==> config.mk <==
export PLATFORM = sky130hd
export DESIGN_NAME = uart_frame_tx
export DESIGN_NICKNAME = d
export VERILOG_FILES = /design/src/rtl/uart_pkg.sv /design/src/rtl/uart_bit_timer.sv /design/src/rtl/uart_frame_tx.sv
export SDC_FILE = /design/constraint.sdc
export NUM_CORES = 1
export LEC_CHECK = 0
export ABC_AREA = 0
export BUFFER_PORTS_ARGS = -buffer_cell sky130_fd_sc_hd__clkbuf_2
export CAP_MARGIN = 20
export CELL_PAD_IN_SITES_DETAIL_PLACEMENT = 0
export CELL_PAD_IN_SITES_GLOBAL_PLACEMENT = 2
export CORE_ASPECT_RATIO = 0.75
export CORE_MARGIN = 2
export CORE_UTILIZATION = 30
export CTS_CLUSTER_DIAMETER = 200
export CTS_CLUSTER_SIZE = 8
export DETAILED_ROUTE_END_ITERATION = 7
export GPL_TIMING_DRIVEN = 0
export MAX_ROUTING_LAYER = met4
export PLACE_DENSITY = 0.73
export SYNTH_ARGS = -nofsm -noshare
export SYNTH_HDL_FRONTEND = slang
export SYNTH_SLANG_ARGS = --single-unit
==> constraint.sdc <==
create_clock -name clk -period 8 [get_ports clk]
set_input_delay 1.2 -clock clk [delete_from_list [all_inputs] [get_ports clk]]
set_output_delay 1.2 -clock clk [all_outputs]
set_load 0.02 [all_outputs]
==> src/rtl/uart_pkg.sv <==
// uart_pkg: shared UART types, parity constants and helpers for the transmitter and receiver
package uart_pkg;
  typedef enum logic [2:0] {IDLE, START, DATA, PARITY, STOP} tx_state_t;
  localparam logic PARITY_EVEN = 1'b0;
  localparam logic PARITY_ODD = 1'b1;
  localparam logic [31:0] MIN_PERIOD = 32'd2;
  function automatic logic calc_parity(input logic [7:0] data, input logic ptype);
    return (ptype == PARITY_ODD) ? ~(^data) : ^data;
  endfunction
  // Periods below two cycles cannot be timed by the reloading down-counter.
  function automatic logic [31:0] clamp_period(input logic [31:0] p);
    return (p < MIN_PERIOD) ? MIN_PERIOD : p;
  endfunction
endpackage

==> src/rtl/uart_bit_timer.sv <==
// uart_bit_timer: loadable 32-bit down-counter that ticks once per bit period
//   clk, rst_n : clock, synchronous active-low reset
//   load       : restart the count from period-1
//   period     : bit period in clk cycles (>= 2), also used on every auto-reload
//   tick       : high in the last cycle of each period
module uart_bit_timer (
  input  logic        clk,
  input  logic        rst_n,
  input  logic        load,
  input  logic [31:0] period,
  output logic        tick
);
  logic [31:0] cnt;
  assign tick = cnt == '0;
  always_ff @(posedge clk)
    if (!rst_n) cnt <= '0;
    else cnt <= (load || tick) ? period - 32'd1 : cnt - 32'd1;
endmodule

==> src/rtl/uart_frame_tx.sv <==
// uart_frame_tx: serialises a byte into start, 8 data (LSB first), parity and stop bits
//   clk, rst_n      : clock, synchronous active-low reset
//   wr_bit_period_i : load bit_period_i (clamped to >= 2) into the period register
//   bit_period_i    : bit period in clk cycles
//   parity_type_i   : 0 even, 1 odd; latched at acceptance
//   uart_tx_en      : transmit request
//   uart_tx_data    : byte to send; latched at acceptance
//   uart_txd        : registered serial line, idles high
//   uart_tx_busy    : high while a frame is on the line
module uart_frame_tx
  import uart_pkg::*;
#(
  parameter int CLK_FREQ = 25_000_000,
  parameter int BAUD_RATE = 115_200,
  parameter int STOP_BITS = 1
) (
  input  logic        clk,
  input  logic        rst_n,
  input  logic        wr_bit_period_i,
  input  logic [31:0] bit_period_i,
  input  logic        parity_type_i,
  input  logic        uart_tx_en,
  input  logic [7:0]  uart_tx_data,
  output logic        uart_txd,
  output logic        uart_tx_busy
);
  localparam logic [31:0] DEF_PERIOD = 32'(CLK_FREQ / BAUD_RATE);
  tx_state_t state, state_n;
  logic [31:0] period_reg, p_lat, p_new;
  logic [7:0] sh;
  logic [2:0] bit_cnt;
  logic stop_cnt, par, txd_n, tick, accept, last_stop, last_bit;
  assign uart_tx_busy = state != IDLE;
  assign last_bit = bit_cnt == 3'd7;
  assign last_stop = stop_cnt == 1'(STOP_BITS - 1);
  // A write in the accepting cycle takes effect for that frame.
  assign p_new = wr_bit_period_i ? clamp_period(bit_period_i) : period_reg;
  // The edge that ends the last stop bit may start the next frame, giving zero idle gap.
  assign accept = uart_tx_en && (state == IDLE || (state == STOP && tick && last_stop));
  uart_bit_timer u_timer (
    .clk(clk),
    .rst_n(rst_n),
    .load(accept),
    .period(accept ? p_new : p_lat),
    .tick(tick)
  );
  always_comb begin
    state_n = state;
    txd_n = uart_txd;
    case (state)
      START: if (tick) begin
        state_n = DATA;
        txd_n = sh[0];
      end
      DATA: if (tick) begin
        state_n = last_bit ? PARITY : DATA;
        txd_n = last_bit ? par : sh[1];
      end
      PARITY: if (tick) begin
        state_n = STOP;
        txd_n = 1'b1;
      end
      STOP: if (tick && last_stop) state_n = IDLE;
      default: ;
    endcase
    if (accept) begin
      state_n = START;
      txd_n = 1'b0;
    end
  end
  always_ff @(posedge clk)
    if (!rst_n) begin
      state <= IDLE;
      uart_txd <= 1'b1;
      period_reg <= DEF_PERIOD;
      p_lat <= DEF_PERIOD;
      sh <= '0;
      par <= 1'b0;
      bit_cnt <= '0;
      stop_cnt <= 1'b0;
    end else begin
      state <= state_n;
      uart_txd <= txd_n;
      if (wr_bit_period_i) period_reg <= clamp_period(bit_period_i);
      if (accept) begin
        p_lat <= p_new;
        sh <= uart_tx_data;
        par <= calc_parity(uart_tx_data, parity_type_i);
        bit_cnt <= '0;
        stop_cnt <= 1'b0;
      end else if (tick) begin
        if (state == DATA) begin
          sh <= sh >> 1;
          bit_cnt <= bit_cnt + 3'd1;
        end
        if (state == STOP) stop_cnt <= stop_cnt + 1'b1;
      end
    end
endmodule

; Yosys cells after proc, flatten, opt, wreduce, memory -nomap -nowiden
; Cells that the tools add are included.
[word_totals]
regBits = 113
in_bits = 45
out_inout_bits = 2
elab_cells = 74
[op_classes]
n_addsub = 4
order_cmp = 1
eq_ne = 13
muxes = 21
bitwise = 3
reduce_logical = 22
[op_table]
columns = op, n
row1 = 2-to-1 mux 32 bit, 4
row2 = "subtractor 32 x 1 -> 32 bit, second input constant", 2
row3 = zero test 32 bit, 1
row4 = "< comparator 32 x 2 -> 1 bit, second input constant", 1
row5 = 2-to-1 mux 8 bit, 3
row6 = 2-to-1 mux 3 bit, 4
row7 = "inequality test 3 x 2 -> 1 bit, second input constant", 4
row8 = one-hot mux 3 bit (4 select lines), 1
row9 = AND reduction 5 bit, 2
row10 = 2-to-1 mux 1 bit, 8
row11 = "inequality test 2 bit, second input constant", 4
row12 = nonzero test 4 bit, 2
row13 = parity 8 bit, 1
row14 = "== test 3 x 2 -> 1 bit, second input constant", 2
row15 = "== test 3 bit, second input constant", 2
row16 = AND reduction 2 bit, 3
row17 = nonzero test 5 bit, 1
row18 = logical AND 1 bit, 4
row19 = AND reduction 4 bit, 1
row20 = nonzero test 2 bit, 2
row21 = "adder 3 x 1 -> 3 bit, second input constant", 1
row22 = "== test 3 x 1 -> 1 bit, second input constant", 1
row23 = zero test 3 bit, 1
row24 = NOT 1 bit, 3
row25 = 5 further kinds, 6

; Logic depth before layout (Yosys ltp)
[depth]
word_depth = 8
depth_mapped = 16
mapped_depth_nobuf = 13

; By module
; From an unflattened synthesis, not the netlist that was laid out.
[unflattened]
cells_unflattened = 644
hier_area_um2 = 5592.9
[by_module_without_submodules]
columns = module, instances, cells_per_inst, area_each_um2, seq_area_each_um2
row1 = uart_frame_tx, 1, 352, 3218.1, 1621.6
row2 = uart_bit_timer, 1, 292, 2374.8, 640.6

; Least setup slack after synthesis
; No wires, ideal clock.
[synth_timing]
path_kind = in2reg
from = input port uart_tx_en
to = register u_timer.cnt[24]
setup_ns = 0.131
arrival_time_ns = 4.028
required_time_ns = 7.869
setup_slack_ns = 3.841
cell_stages = 15
n_path_buf = 4
cell_sequence = or4b_4 -> buf_6 -> buf_2 -> nand2_1 -> clkbuf_1 -> and3_1 -> a21oi_1 -> a21oi_1 -> ha_1 -> o211ai_1 -> or2_1 -> clkbuf_1 -> nor4_4 -> and4_1 -> nor3_1
[synth_between]
elab_chain_len = 4
elab_cells_between_ends = 5
classes_between = 1 x add/sub / 2 x mux / 2 x reduce/logical
[synth_rtl]
columns = element, line
row1 = "start, declared", uart_frame_tx.sv:22  ; input logic uart_tx_en,
row2 = logical AND 1 bit (*), uart_frame_tx.sv:39  ; assign accept = uart_tx_en && (state == IDLE || (state == STOP && tick && last_stop));
row3 = 2-to-1 mux 32 bit, --
row4 = subtractor 32 x 1 -> 32 bit, uart_bit_timer.sv:17  ; else cnt <= (load || tick) ? period - 32'd1 : cnt - 32'd1;
row5 = 2-to-1 mux 32 bit (*), uart_bit_timer.sv:17
row6 = "end signal, assigned", uart_bit_timer.sv:17
row7 = "end, declared", uart_bit_timer.sv:13  ; logic [31:0] cnt;
; Mark *: on every way between the ends. The rest lies on a longest branch, timed or not.
; A chain may end at the register's enable or synchronous reset.

; Worst setup path in the final report
; Same ends and word-level chain as after synthesis.

==> impl_metrics.ini <==
[grt]
grt-ovfl-total = 0
grt_pass1_wl_um = 34900
grt_pass1_vias = 5670
grt_max_degree = 17
grt_usage_pct = 23.8
antenna_found_initial = 0

[drt]
drtIter0Drc = 589
post_drt_wl_per_cell_um = 22.5
first_pass_iters = 5
totalWireLength_um = 23400
drc = 0
viasPerCell = 5.73
antenna_left = 0
vias = 5975

[floorplanning]
dieArea_um2 = 20600
start_util_pct = 30.4
fp.dieW_um = 165
io_pins = 47
rows = 44
core_area_um2 = 19200
fp.dieH_um = 125

[logic_synthesis]
syn_area_um2 = 5850
ys.flop_type = dfxtp_1
synth_enable_flop_cells = 0
yosysSeqAreaShare_pct = 38.7
async_reset_ff_share_pct = 0
synth_fp_nets = 761
synth-seq-cells = 113
synth_cell_type_count = 64
syn_avg_cell_area_um2 = 8.20
netlist_instances = 713
yosysWarningCount = 0

[status]
status = finished, final reports clean

[sta]
fin_skew_ns = 0.00927
fin_crit_sh_pct = 70.8
fmax_mhz = 177
worst_pin_slew_ns = 0.884
fin_setup_tns_ns = 0
grt_setup_unrepaired = false
setup_viol = 0
hold_slack_ns = 0.465
final-hold-violation-count = 0
final_max_slew_viol_count = 0
min_period_ns = 5.66
slew_headroom_pct = 41.1

[clocking]
h-tree-depth = 4
cts_sinks = 113
cts_buffers = 17
tritoncts = yes
cts_resized = 0
cts.clk_slew.worst_paths_ns = 0.06
postCtsHoldBufs = 0
cts_setup_buffers = 0
cts_max_path_buffers = 2
clk-insertion-delay-late_ns = 0.43
root_buffer = clkbuf_16

[cells_and_area]
most-common-layout-cells = dfxtp_1 (113), nor2_1 (109), nand2_1 (54), a21oi_1 (51), clkbuf_2 (45)
final_common_cell = dfxtp_1
nNetsFinal = 825
antenna_cells = 0
post_route_cells_drive_above_1_share_pct = 13.9
fill_cells = 2005
syn2layout_area_growth_pct = 19.6

[critical_path]
worst_setup_path_start_kind = input pin
path_max_fanout = 10
required_ns = 8.29
path_class = input pin to flip-flop
critical_path_arrival_ns = 5.95
end_kind = flip-flop

[placed_design]
io_buffers = 44
place_congestion = 0.950
hpwl_um = 17400

[pwr]
power_density_nw_per_um2 = 260
total_power_mw = 1.82
ir_drop_v = 0.000133
p_leak_nw = 2.64

[job]
drv_cap = 0

[worst_hold_path]
hold_class = flip-flop to flip-flop
Yosys cell counts, drive strengths merged, types with 7 or more instances:
| library cell | number | area [um^2] |
|---|---|---|
| o21ai | 32 | 160 |
| mux2i | 39 | 390 |
| a22oi | 11 | 82.6 |
| dfxtp | 113 | 2260 |
| a211oi | 31 | 233 |
| nor3 | 27 | 146 |
| nand2 | 54 | 203 |
| o31ai | 8 | 60.1 |
| xnor2 | 14 | 123 |
| nor2 | 110 | 415 |
| nor4 | 21 | 159 |
| or3 | 9 | 61.3 |
| buf | 19 | 114 |
| a31oi | 12 | 75.1 |
| clkbuf | 32 | 120 |
| o22ai | 21 | 131 |
| a21oi | 51 | 255 |
| nand4 | 7 | 43.8 |
| or2 | 8 | 50.1 |
| nand3 | 9 | 45.0 |
| and2 | 7 | 46.3 |
per-stage QoR:
stage | area (um^2) | instances | util [%] | setup WS (ns)
2_1_floorplan | 5850 | 713 | - | 3.84
3_3_place_gp | 6380 | 1010 | 33.2 | 2.10
3_5_place_dp | 6380 | 1010 | 33.2 | 2.11
4_1_cts | 6990 | 1041 | 36.4 | 2.55
5_1_grt | 7000 | 1042 | 36.4 | 2.28
6_report | 7000 | 1042 | 36.4 | 2.34
worst max-delay path: stages:
cell and delay, ns:
clkbuf_2 0.16, inv_1 0.15, nor2_2 0.32, clkbuf_1 0.65, a21oi_1 0.43, clkbuf_1 0.44, clkbuf_1 0.36, o21ai_0 0.25
ha_1 0.28, o211ai_1 0.22, or2_1 0.28, clkbuf_1 0.25, nor4_4 0.59, and4_1 0.30, nor3_1 0.05
per-layer routing:
layer	routed length [um]	GRT usage, %	up-vias
met5	0	-	-
met2	9310	31.9	336
li1	-	-	2756
met4	430	6.85	0
met3	2360	4.90	28
met1	11300	35.4	2855
final cells by class:
type | instances | area [um^2] | share of cell area (%)
repair buffers | 45 | 225 | 3.22
plain buffers | 51 | 234 | 3.34
clock buffers | 17 | 425 | 6.08
flip-flops and latches | 113 | 2260 | 32.3
inverters | 5 | 18.8 | 0.268
clock inverters | 14 | 180 | 2.58
multi-input cells | 544 | 3330 | 47.6
well taps | 253 | 317 | 4.53
path summary, 6_finish.rpt:
check / startpoint / to / slack (ns) / depth (start not counted)
setup / recovery: uart_tx_en / u_timer.cnt[24] / 2.34 / 15
setup reg to reg: stop_cnt / u_timer.cnt[24] / 2.49 / 14
hold reg to reg: sh[4] / sh[4] / 0.46 / 2
hold / removal: sh[4] / sh[4] / 0.46 / 2
kinds of logic (layout without fill, tap and decap cells):
family	after synthesis	in the layout	share of synthesized area, %
flops	113	113	38.7
compound gates	204	204	22.5
simple gates	275	275	23.6
xor+xnor	20	20	3.00
buf+inv	56	132	4.32
mux	42	42	7.25
fa+ha+maj	3	3	0.642
where the power goes:
part	switching, mW	leakage [nW]	internal, mW
combinational	0.250	1.42	0.130
sequential	0.0361	0.930	0.610
clock	0.298	0.291	0.492
total	0.585	2.64	1.23
(Power assumes the default switching activity.)
